## src/rtl/comp_mon_pkg.sv

```systemverilog
// Shared types and helpers for the complementary-pair monitor.
// Used by comp_pair_chan, comp_pair_monitor and comp_pair_monitor_if.
package comp_mon_pkg;

    typedef enum logic [1:0] {OK, PEND, FAIL} state_t;

    function automatic int sel_width(input int nch);
        return (nch > 1) ? $clog2(nch) : 1;
    endfunction

    // Increment that sticks at max_v instead of wrapping.
    function automatic longint unsigned sat_inc(input longint unsigned v,
                                                input longint unsigned max_v);
        return (v >= max_v) ? v : v + 64'd1;
    endfunction

endpackage

```

## src/rtl/comp_pair_monitor_if.sv

```systemverilog
// Bus between a status block (master) and comp_pair_monitor (slave).
// Valid/ready: none; every field is a level sampled on each rising clk edge.
interface comp_pair_monitor_if #(
    parameter int NCH   = 4,
    parameter int W     = 1,
    parameter int CNT_W = 8,
    parameter int SEL_W = comp_mon_pkg::sel_width(NCH)
);
    logic               en;
    logic               clr;
    logic [NCH*W-1:0]   a;
    logic [NCH*W-1:0]   b;
    logic [SEL_W-1:0]   cnt_sel;
    logic [NCH-1:0]     fail_now;
    logic [NCH-1:0]     err_sticky;
    logic               any_err;
    logic [CNT_W-1:0]   cnt_out;
    logic [2*NCH-1:0]   state_dbg;

    modport master (output en, clr, a, b, cnt_sel,
                    input  fail_now, err_sticky, any_err, cnt_out, state_dbg);
    modport slave  (input  en, clr, a, b, cnt_sel,
                    output fail_now, err_sticky, any_err, cnt_out, state_dbg);
endinterface

```

## src/rtl/comp_pair_chan.sv

```systemverilog
// One monitored pair: OK/PEND/FAIL glitch filter, sticky error and saturating count.
// Optional CMP_MON_ASSERT_EN adds FAIL-entry reporting and a run-range check.
module comp_pair_chan
    import comp_mon_pkg::*;
#(
    parameter int W     = 1,
    parameter int TOL   = 2,
    parameter int CNT_W = 8,
    parameter int CH    = 0
) (
    input  logic             clk,
    input  logic             rst,
    input  logic             en,
    input  logic             clr,
    input  logic [W-1:0]     a,
    input  logic [W-1:0]     b,
    output logic             fail_now,
    output logic             err_sticky,
    output logic [CNT_W-1:0] viol_cnt,
    output logic [1:0]       state_dbg
);
    localparam int RUN_W = (TOL < 1) ? 1 : $clog2(TOL + 1);
    localparam logic [RUN_W-1:0] TOL_R = RUN_W'(TOL);
    localparam longint unsigned CNT_MAX = (64'd1 << CNT_W) - 64'd1;

    state_t           state;
    logic [RUN_W-1:0] run;
    logic             mismatch;
    logic             enter_fail;

    assign mismatch = (b != ~a);

    // Disabled monitoring never enters FAIL, so sticky/counter stay frozen.
    always_comb begin
        enter_fail = 1'b0;
        if (en && mismatch) begin
            if (state == OK && TOL == 0)        enter_fail = 1'b1;
            if (state == PEND && run == TOL_R)  enter_fail = 1'b1;
        end
    end

    always_ff @(posedge clk) begin
        if (rst) begin
            state      <= OK;
            run        <= '0;
            err_sticky <= 1'b0;
            viol_cnt   <= '0;
        end else begin
            if (!en) begin
                state <= OK;
                run   <= '0;
            end else begin
                case (state)
                    OK: if (mismatch) begin
                        if (TOL == 0) state <= FAIL;
                        else begin
                            state <= PEND;
                            run   <= RUN_W'(1);
                        end
                    end
                    PEND: if (!mismatch) begin
                        state <= OK;
                        run   <= '0;
                    end else if (run == TOL_R) state <= FAIL;
                    else run <= run + RUN_W'(1);
                    FAIL: if (!mismatch) begin
                        state <= OK;
                        run   <= '0;
                    end
                    default: begin
                        state <= OK;
                        run   <= '0;
                    end
                endcase
            end
            // A FAIL entry on the same edge as clr wins and restarts the count at 1.
            if (enter_fail) begin
                err_sticky <= 1'b1;
                viol_cnt   <= clr ? CNT_W'(1) : CNT_W'(sat_inc(64'(viol_cnt), CNT_MAX));
            end else if (clr) begin
                err_sticky <= 1'b0;
                viol_cnt   <= '0;
            end
        end
    end

    assign fail_now  = (state == FAIL);
    assign state_dbg = state;

`ifdef CMP_MON_ASSERT_EN
    always @(posedge clk) begin
        if (!rst) begin
            assert (!enter_fail)
                else $display("%0t comp_pair_chan[%0d] fail entry a=%h b=%h", $time, CH, a, b);
            assert (run <= TOL_R)
                else $display("%0t comp_pair_chan[%0d] run=%0d above tolerance", $time, CH, run);
        end
    end
`endif

endmodule

```

## src/rtl/comp_pair_monitor.sv

```systemverilog
// NCH-channel complementary-pair monitor: per-channel filters, counter readback mux, any_err.
// Build option CMP_MON_ASSERT_EN enables per-channel simulation assertions.
module comp_pair_monitor
    import comp_mon_pkg::*;
#(
    parameter int NCH   = 4,
    parameter int W     = 1,
    parameter int TOL   = 2,
    parameter int CNT_W = 8
) (
    input  logic clk,
    input  logic rst,
    comp_pair_monitor_if.slave bus
);
    localparam int SEL_W = sel_width(NCH);

    logic [CNT_W-1:0] cnt_arr [NCH];
    logic [NCH-1:0]   fail_vec;
    logic [NCH-1:0]   sticky_vec;
    logic [2*NCH-1:0] state_vec;
    logic [CNT_W-1:0] cnt_mux;

    for (genvar c = 0; c < NCH; c++) begin : g_chan
        comp_pair_chan #(
            .W(W), .TOL(TOL), .CNT_W(CNT_W), .CH(c)
        ) u_chan (
            .clk        (clk),
            .rst        (rst),
            .en         (bus.en),
            .clr        (bus.clr),
            .a          (bus.a[c*W +: W]),
            .b          (bus.b[c*W +: W]),
            .fail_now   (fail_vec[c]),
            .err_sticky (sticky_vec[c]),
            .viol_cnt   (cnt_arr[c]),
            .state_dbg  (state_vec[2*c +: 2])
        );
    end

    // Selects with no matching channel (cnt_sel >= NCH) read as zero.
    always_comb begin
        cnt_mux = '0;
        for (int i = 0; i < NCH; i++) begin
            if (bus.cnt_sel == SEL_W'(i)) cnt_mux = cnt_arr[i];
        end
    end

    assign bus.fail_now   = fail_vec;
    assign bus.err_sticky = sticky_vec;
    assign bus.any_err    = |sticky_vec;
    assign bus.cnt_out    = cnt_mux;
    assign bus.state_dbg  = state_vec;

endmodule

```

## src/flat_wrapper.sv

```systemverilog
// flat-port wrapper written by rule: the top's interface ports become plain ports
module comp_pair_monitor_flat import comp_mon_pkg::*;
#(
    parameter int NCH   = 4,
    parameter int W     = 1,
    parameter int TOL   = 2,
    parameter int CNT_W = 8
)
  (clk, rst, bus_en, bus_clr, bus_a, bus_b, bus_cnt_sel, bus_fail_now, bus_err_sticky, bus_any_err, bus_cnt_out, bus_state_dbg);
  comp_pair_monitor_if #(.NCH(NCH), .W(W), .CNT_W(CNT_W)) bus_i ();
  input  logic clk;
  input  logic rst;
  input wire logic [$bits(bus_i.en)-1:0] bus_en;
  input wire logic [$bits(bus_i.clr)-1:0] bus_clr;
  input wire logic [$bits(bus_i.a)-1:0] bus_a;
  input wire logic [$bits(bus_i.b)-1:0] bus_b;
  input wire logic [$bits(bus_i.cnt_sel)-1:0] bus_cnt_sel;
  output wire logic [$bits(bus_i.fail_now)-1:0] bus_fail_now;
  output wire logic [$bits(bus_i.err_sticky)-1:0] bus_err_sticky;
  output wire logic [$bits(bus_i.any_err)-1:0] bus_any_err;
  output wire logic [$bits(bus_i.cnt_out)-1:0] bus_cnt_out;
  output wire logic [$bits(bus_i.state_dbg)-1:0] bus_state_dbg;
  assign bus_i.en = bus_en;
  assign bus_i.clr = bus_clr;
  assign bus_i.a = bus_a;
  assign bus_i.b = bus_b;
  assign bus_i.cnt_sel = bus_cnt_sel;
  assign bus_fail_now = bus_i.fail_now;
  assign bus_err_sticky = bus_i.err_sticky;
  assign bus_any_err = bus_i.any_err;
  assign bus_cnt_out = bus_i.cnt_out;
  assign bus_state_dbg = bus_i.state_dbg;
  comp_pair_monitor #(.NCH(NCH), .W(W), .TOL(TOL), .CNT_W(CNT_W)) u_core (.clk(clk), .rst(rst), .bus(bus_i));
endmodule
```

## config.mk

```make
export PLATFORM = sky130hd
export DESIGN_NAME = comp_pair_monitor_flat
export DESIGN_NICKNAME = d
export VERILOG_FILES = /design/src/rtl/comp_mon_pkg.sv /design/src/rtl/comp_pair_monitor_if.sv /design/src/rtl/comp_pair_chan.sv /design/src/rtl/comp_pair_monitor.sv /design/src/flat_wrapper.sv
export SDC_FILE = /design/constraint.sdc
export NUM_CORES = 1
export LEC_CHECK = 0
export ABC_AREA = 1
export ABC_CLOCK_PERIOD_IN_PS = 1500
export CELL_PAD_IN_SITES_DETAIL_PLACEMENT = 1
export CELL_PAD_IN_SITES_GLOBAL_PLACEMENT = 1
export CORE_MARGIN = 3
export CORE_UTILIZATION = 35
export CTS_CLUSTER_SIZE = 16
export DETAILED_ROUTE_END_ITERATION = 12
export HOLD_SLACK_MARGIN = 0.1
export PLACE_DENSITY_LB_ADDON = 0.1
export SKIP_LAST_GASP = 1
export SYNTH_ARGS = -nofsm -noshare
export SYNTH_HDL_FRONTEND = slang
export SYNTH_SLANG_ARGS = --single-unit
```

## constraint.sdc

```tcl
create_clock -name clk -period 1.5 [get_ports clk]
set_clock_uncertainty 0.1 [all_clocks]
set_input_delay 0.45 -clock clk [delete_from_list [all_inputs] [get_ports clk]]
set_output_delay 0.45 -clock clk [all_outputs]
set_load 0.03 [all_outputs]
```

# Word level (Yosys, flattened, before mapping)
# Index checks and enable logic that the tools add are counted.
# classes
multipliers,0
n_shift,0
n_bitwise,5
addsub,8
magnitude_cmp,4
muxes,62
n_div,0
eq_ne,39
reduce_logical,31
# ops
op,count
$mux 8,17
$mux 2,24
$pmux 2 s3,8
$add 8x1->8 const B,4
$ge 8x8->1 const B,4
$ne 2x2->1 const B,12
$reduce_and 3->1,8
$eq 2x2->1 const B,10
$mux 1,13
$ne 3x2->1 const B,4
$ne 3x3->1 const B,4
$eq 2x1->1 const B,5
$logic_not 2->1,5
$add 2x1->2 const B,4
$logic_and 1x1->1,8
$reduce_and 2->1,4
$reduce_bool 2->1,4
$not 1->1,5
$ne 1x1->1,4
$reduce_or 4->1,1
$reduce_or 2->1,1
# word_totals
memories,0
word_cells,165
mem_bits_rw,0
rom_bits,0
regBits,52
latch_bits,0
out_inout_bits,25

# Logic depth before layout (Yosys ltp)
# depth
word_depth,6
ltp_mapped,10

# By module
# From an unflattened synthesis, not the netlist that was laid out.
# hier_totals
cells_unflattened,562
area_unflattened_um2,3633.5
# by_module_without_submodules
module,instances,cells_each,area_each_um2
comp_pair_chan,4,128,839.6
comp_pair_monitor,1,50,275.3

# Worst setup path after synthesis
# No wires, ideal clock.
# synth_timing
path_kind,in2out
startpoint,in bus_cnt_sel[0]
endpoint,out bus_cnt_out[0]
setup_slack_ns,-0.295
t_required_ns,0.950
arrival_ns,1.245
path_stages,2
path_cell_list,nand2_1 o21ai_0
# synth_between
elab_chain_cells,5
word_cells_on_any_way,8
cone_classes,eq/ne (3); mux (4); reduce/logical (1)
# synth_rtl
item,line_no,rtl
"start, declared",flat_wrapper.sv:17,input wire logic [$bits(bus_i.cnt_sel)-1:0] bus_cnt_sel;
$logic_not 2->1,comp_pair_monitor.sv:44,if (bus.cnt_sel == SEL_W'(i)) cnt_mux = cnt_arr[i];
$mux 8 (3 in a row),comp_pair_monitor.sv:44,
$mux 8 (*),comp_pair_monitor.sv:44,
"end, declared",flat_wrapper.sv:21,output wire logic [$bits(bus_i.cnt_out)-1:0] bus_cnt_out;
# Mark *: on every way between the ends. The rest lies on a longest branch, timed or not.

# Worst setup path after layout
# layout_timing
startpoint,in bus_cnt_sel[1]
endpoint,out bus_cnt_out[6]
# Same word-level chain as after synthesis.

==> results <==
==> area by class of cell <==
cell class | count | share of cell area, %
clock buffers | 5 | 1.246
repair buffers | 159 | 25.54
clock inverters | 1 | 0.5438
flip-flops and latches | 52 | 19.62
repair inverters | 1 | 0.1360
multi-input cells | 372 | 44.73
inverters | 82 | 5.733
well taps | 108 | 2.447
==> flip-flops by register name, summed over array words and instances (netlist names) <==
| signal | flops |
|---|---|
| u_core.g_chan.u_chan.viol_cnt | 32 |
| u_core.g_chan.u_chan.err_sticky | 4 |
| u_core.g_chan.u_chan.state_dbg | 8 |
| u_core.g_chan.u_chan.run | 8 |
==> cell families after synthesis <==
family          after synthesis  share of synthesized area [%]
fa+ha+maj                     8                          3.055
simple gates                283                          39.29
compound gates               81                          13.33
buf+inv                      98                          12.56
flops                        52                          31.77
==> per-layer routing <==
layer	vias up	track usage, %
li1	1980	-
met1	2032	29.21
met2	110	45.03
met4	0	6.175
met3	26	2.774
met5	-	0
==> path summary, 6_finish.rpt <==
path         depth (start not counted)  slack (ps)                                start                                  end
min reg2reg                          2         400       u_core.g_chan[2].u_chan.run[1]       u_core.g_chan[2].u_chan.run[1]
max reg2reg                          7        -140  u_core.g_chan[2].u_chan.viol_cnt[5]  u_core.g_chan[2].u_chan.viol_cnt[5]
max                                  7        -330                       bus_cnt_sel[1]                       bus_cnt_out[6]
min                                  2         400       u_core.g_chan[2].u_chan.run[1]       u_core.g_chan[2].u_chan.run[1]
==> through the flow <==
stage / total power, mW / instance area, µm²
global route: 2.965 / 5522
finish: 2.881 / 5522
CTS: 2.799 / 4982
floorplan: 1.624 / 3322
global placement: 1.796 / 4397
detailed placement: 1.809 / 4397
==> worst min-delay path, cell delays in order (launching register included) <==
cell and delay (ps):
dfxtp_1 330, nand2_1 70, a21oi_1 60
==> synthesized netlist by cell type, drive strengths merged <==
| master | number |
|---|---|
| nand3 | 50 |
| o22ai | 8 |
| nand2 | 151 |
| dfxtp | 52 |
| o21bai | 2 |
| buf | 16 |
| nor2 | 65 |
| o211ai | 2 |
| nor3 | 5 |
| nand4 | 10 |
| o21ai | 21 |
| a21oi | 45 |
| ha | 8 |
| or2 | 1 |
| inv | 82 |
| a2111oi | 3 |
| nand3b | 1 |
==> what timing repair did <==
item / CTS / global route
pin swaps: 30 / 49
buffers inserted: 21 / 12
resized for setup: 171 / 127
endpoints found under the setup margin: 63 / 68
gates cloned: 1 / 0
==> power groups by stage <==
| stage | Sequential [mW] | Clock [mW] | Combinational [mW] |
|---|---|---|---|
| floorplan | 1.45 | 0 | 0.178 |
| global placement | 1.44 | 0 | 0.361 |
| detailed placement | 1.44 | 0 | 0.373 |
| global route | 1.41 | 1.05 | 0.510 |
| CTS | 1.41 | 0.996 | 0.397 |
| finish | 1.41 | 1.00 | 0.473 |
==> summary.md <==
| Metric | Value |
|---|---|
| Vias in the first global route | 4109 |
| Diodes inserted | 0 |
| Initial Util | 36.86% |
| Hold buffer count at cts | 0 |
| Chip width | 102.8 µm |
| Met2 wire len | 8097 µm |
| Die area | 10560 µm² |
| Tmin final | 1827 ps |
| Clk sink count | 52 |
| Final Routed Wirelength | 15000 µm |
| Total GRT Usage | 24.11% |
| Grt total ovfl | 0 |
| Synth Instances | 522 |
| Net Sw Frac | 28.53% |
| Most frequent cells in the layout | nand2_1, buf_4, inv_1 |
| Detailed placer's ending HPWL | 8765 µm |
| Syn_nets | 544 |
| Arr. time, crit path | 1280 ps |
| M1 wire length | 5944 µm |
| Largest area contributor in the netlist | dfxtp_1 |
| Largest net degree at the start of global routing | 15 |
| Post-layout util | 62.10% |
| Max-cap violations | 0 |
| Kind of critical path | in2out |
| TritonRoute pass-1 iters | 4 |
| Die H | 102.8 µm |
| Gate power share | 16.4% |
| Num CTS Buffers | 5 |
| Routed wl met3 | 565 µm |
| Max_slew headroom | 78.49% |
| Hold_ws | 395.2 ps |
| RSZ-0062 raised after global routing | true |
| IO buf count | 38 |
| Final Cycle Share | 121.8% |
| Seq/Total Area, Yosys | 31.77% |
| Average size of a mapped cell | 6.278 µm² |
| Htree depth | 2 |
| Violated checks | negative setup slack |
| Worst Setup Slack, final | -326.9 ps |
| Layout area overhead | 68.50% |
| Final setup violation count | 24 |
| Initial antenna violation count | 0 |
| Status | finished, violations left |
| Global-route wire length before repair | 20050 µm |
| CP required | 950 ps |
| IO Pins | 39 |
| Worst hold path class | reg2reg |
| Place WS | -1383 ps |
| Commonest non-fill, non-tap cell in the layout | nand2_1 |
| Cell Rows | 34 |
| Dpl cells | 743 |
| YS warnings | 0 |
| Starting DRT DRC Count | 211 |
| DR vias | 4148 |
| Yosys cell types | 28 |
| CP delay by family, top | buffers and inverters |
| Int Pwr | 2.059 mW |
| Final-stage net count | 695 |
| CORE AREA | 8891 µm² |
| Clk_lat worst skew | 320 ps |
| Fin Setup TNS | -3122 ps |
| P_sw | 0.8222 mW |
| CP Capture Type | primary output |
| IR drop worst, VDD | 0.0003547 V |
| Worst-case clock buffer depth | 2 |
| Layout cell share with drive strength beyond 1 | 47.77% |
| Placer Congestion | 0.8840 |
| Via density | 5.318 |
| DR WL/cell | 19.23 µm |
| CTS tree | built |
| Power share of the sequential group | 48.9% |
| Filler instances | 1096 |
| Drt drc | 0 |
| CP cell instances | buf_8 -> clkinvlp_4 -> nand2_4 -> o21ai_1 -> a21oi_2 -> o21ai_2 -> buf_6 |
| Worst path slowest cell | nand2_4 |
| Post-route antenna net violation count | 0 |
| Crit start category | input pin |
| Clock root buffer master | clkbuf_8 |
| Max Fanout on Critical Path | 7 |
| Synth top area share | 31.77% |
| Non-Filler Instances | 780 |
| Mapped cell area | 3277 µm² |
| Clock slew at reported path FFs | 100 ps |
| Clk pwr share | 34.7% |
| CP max stage delay | 140 ps |
| DR top layer | met4 |
| CP bufs+invs | 3 |
| Fin. Hold Viols | 0 |
| Highest Clock Rate | 547.4 MHz |
| Final Slew Violations | 0 |
| Cell Pwr Density | 521.8 nW/µm² |
| LEAKAGE | 2.409 nW |
| Post-synthesis register bit count | 52 |
| Area taken by multi-input logic gates | 2470 µm² |
| Area contributors post-synth | dfxtp_1, nand2_1, inv_1, a21oi_1, nand3_1 |
| Worst-Margin Slew | 321.4 ps |
| Reg area | 1084 µm² |
(Power assumes the default switching activity.)
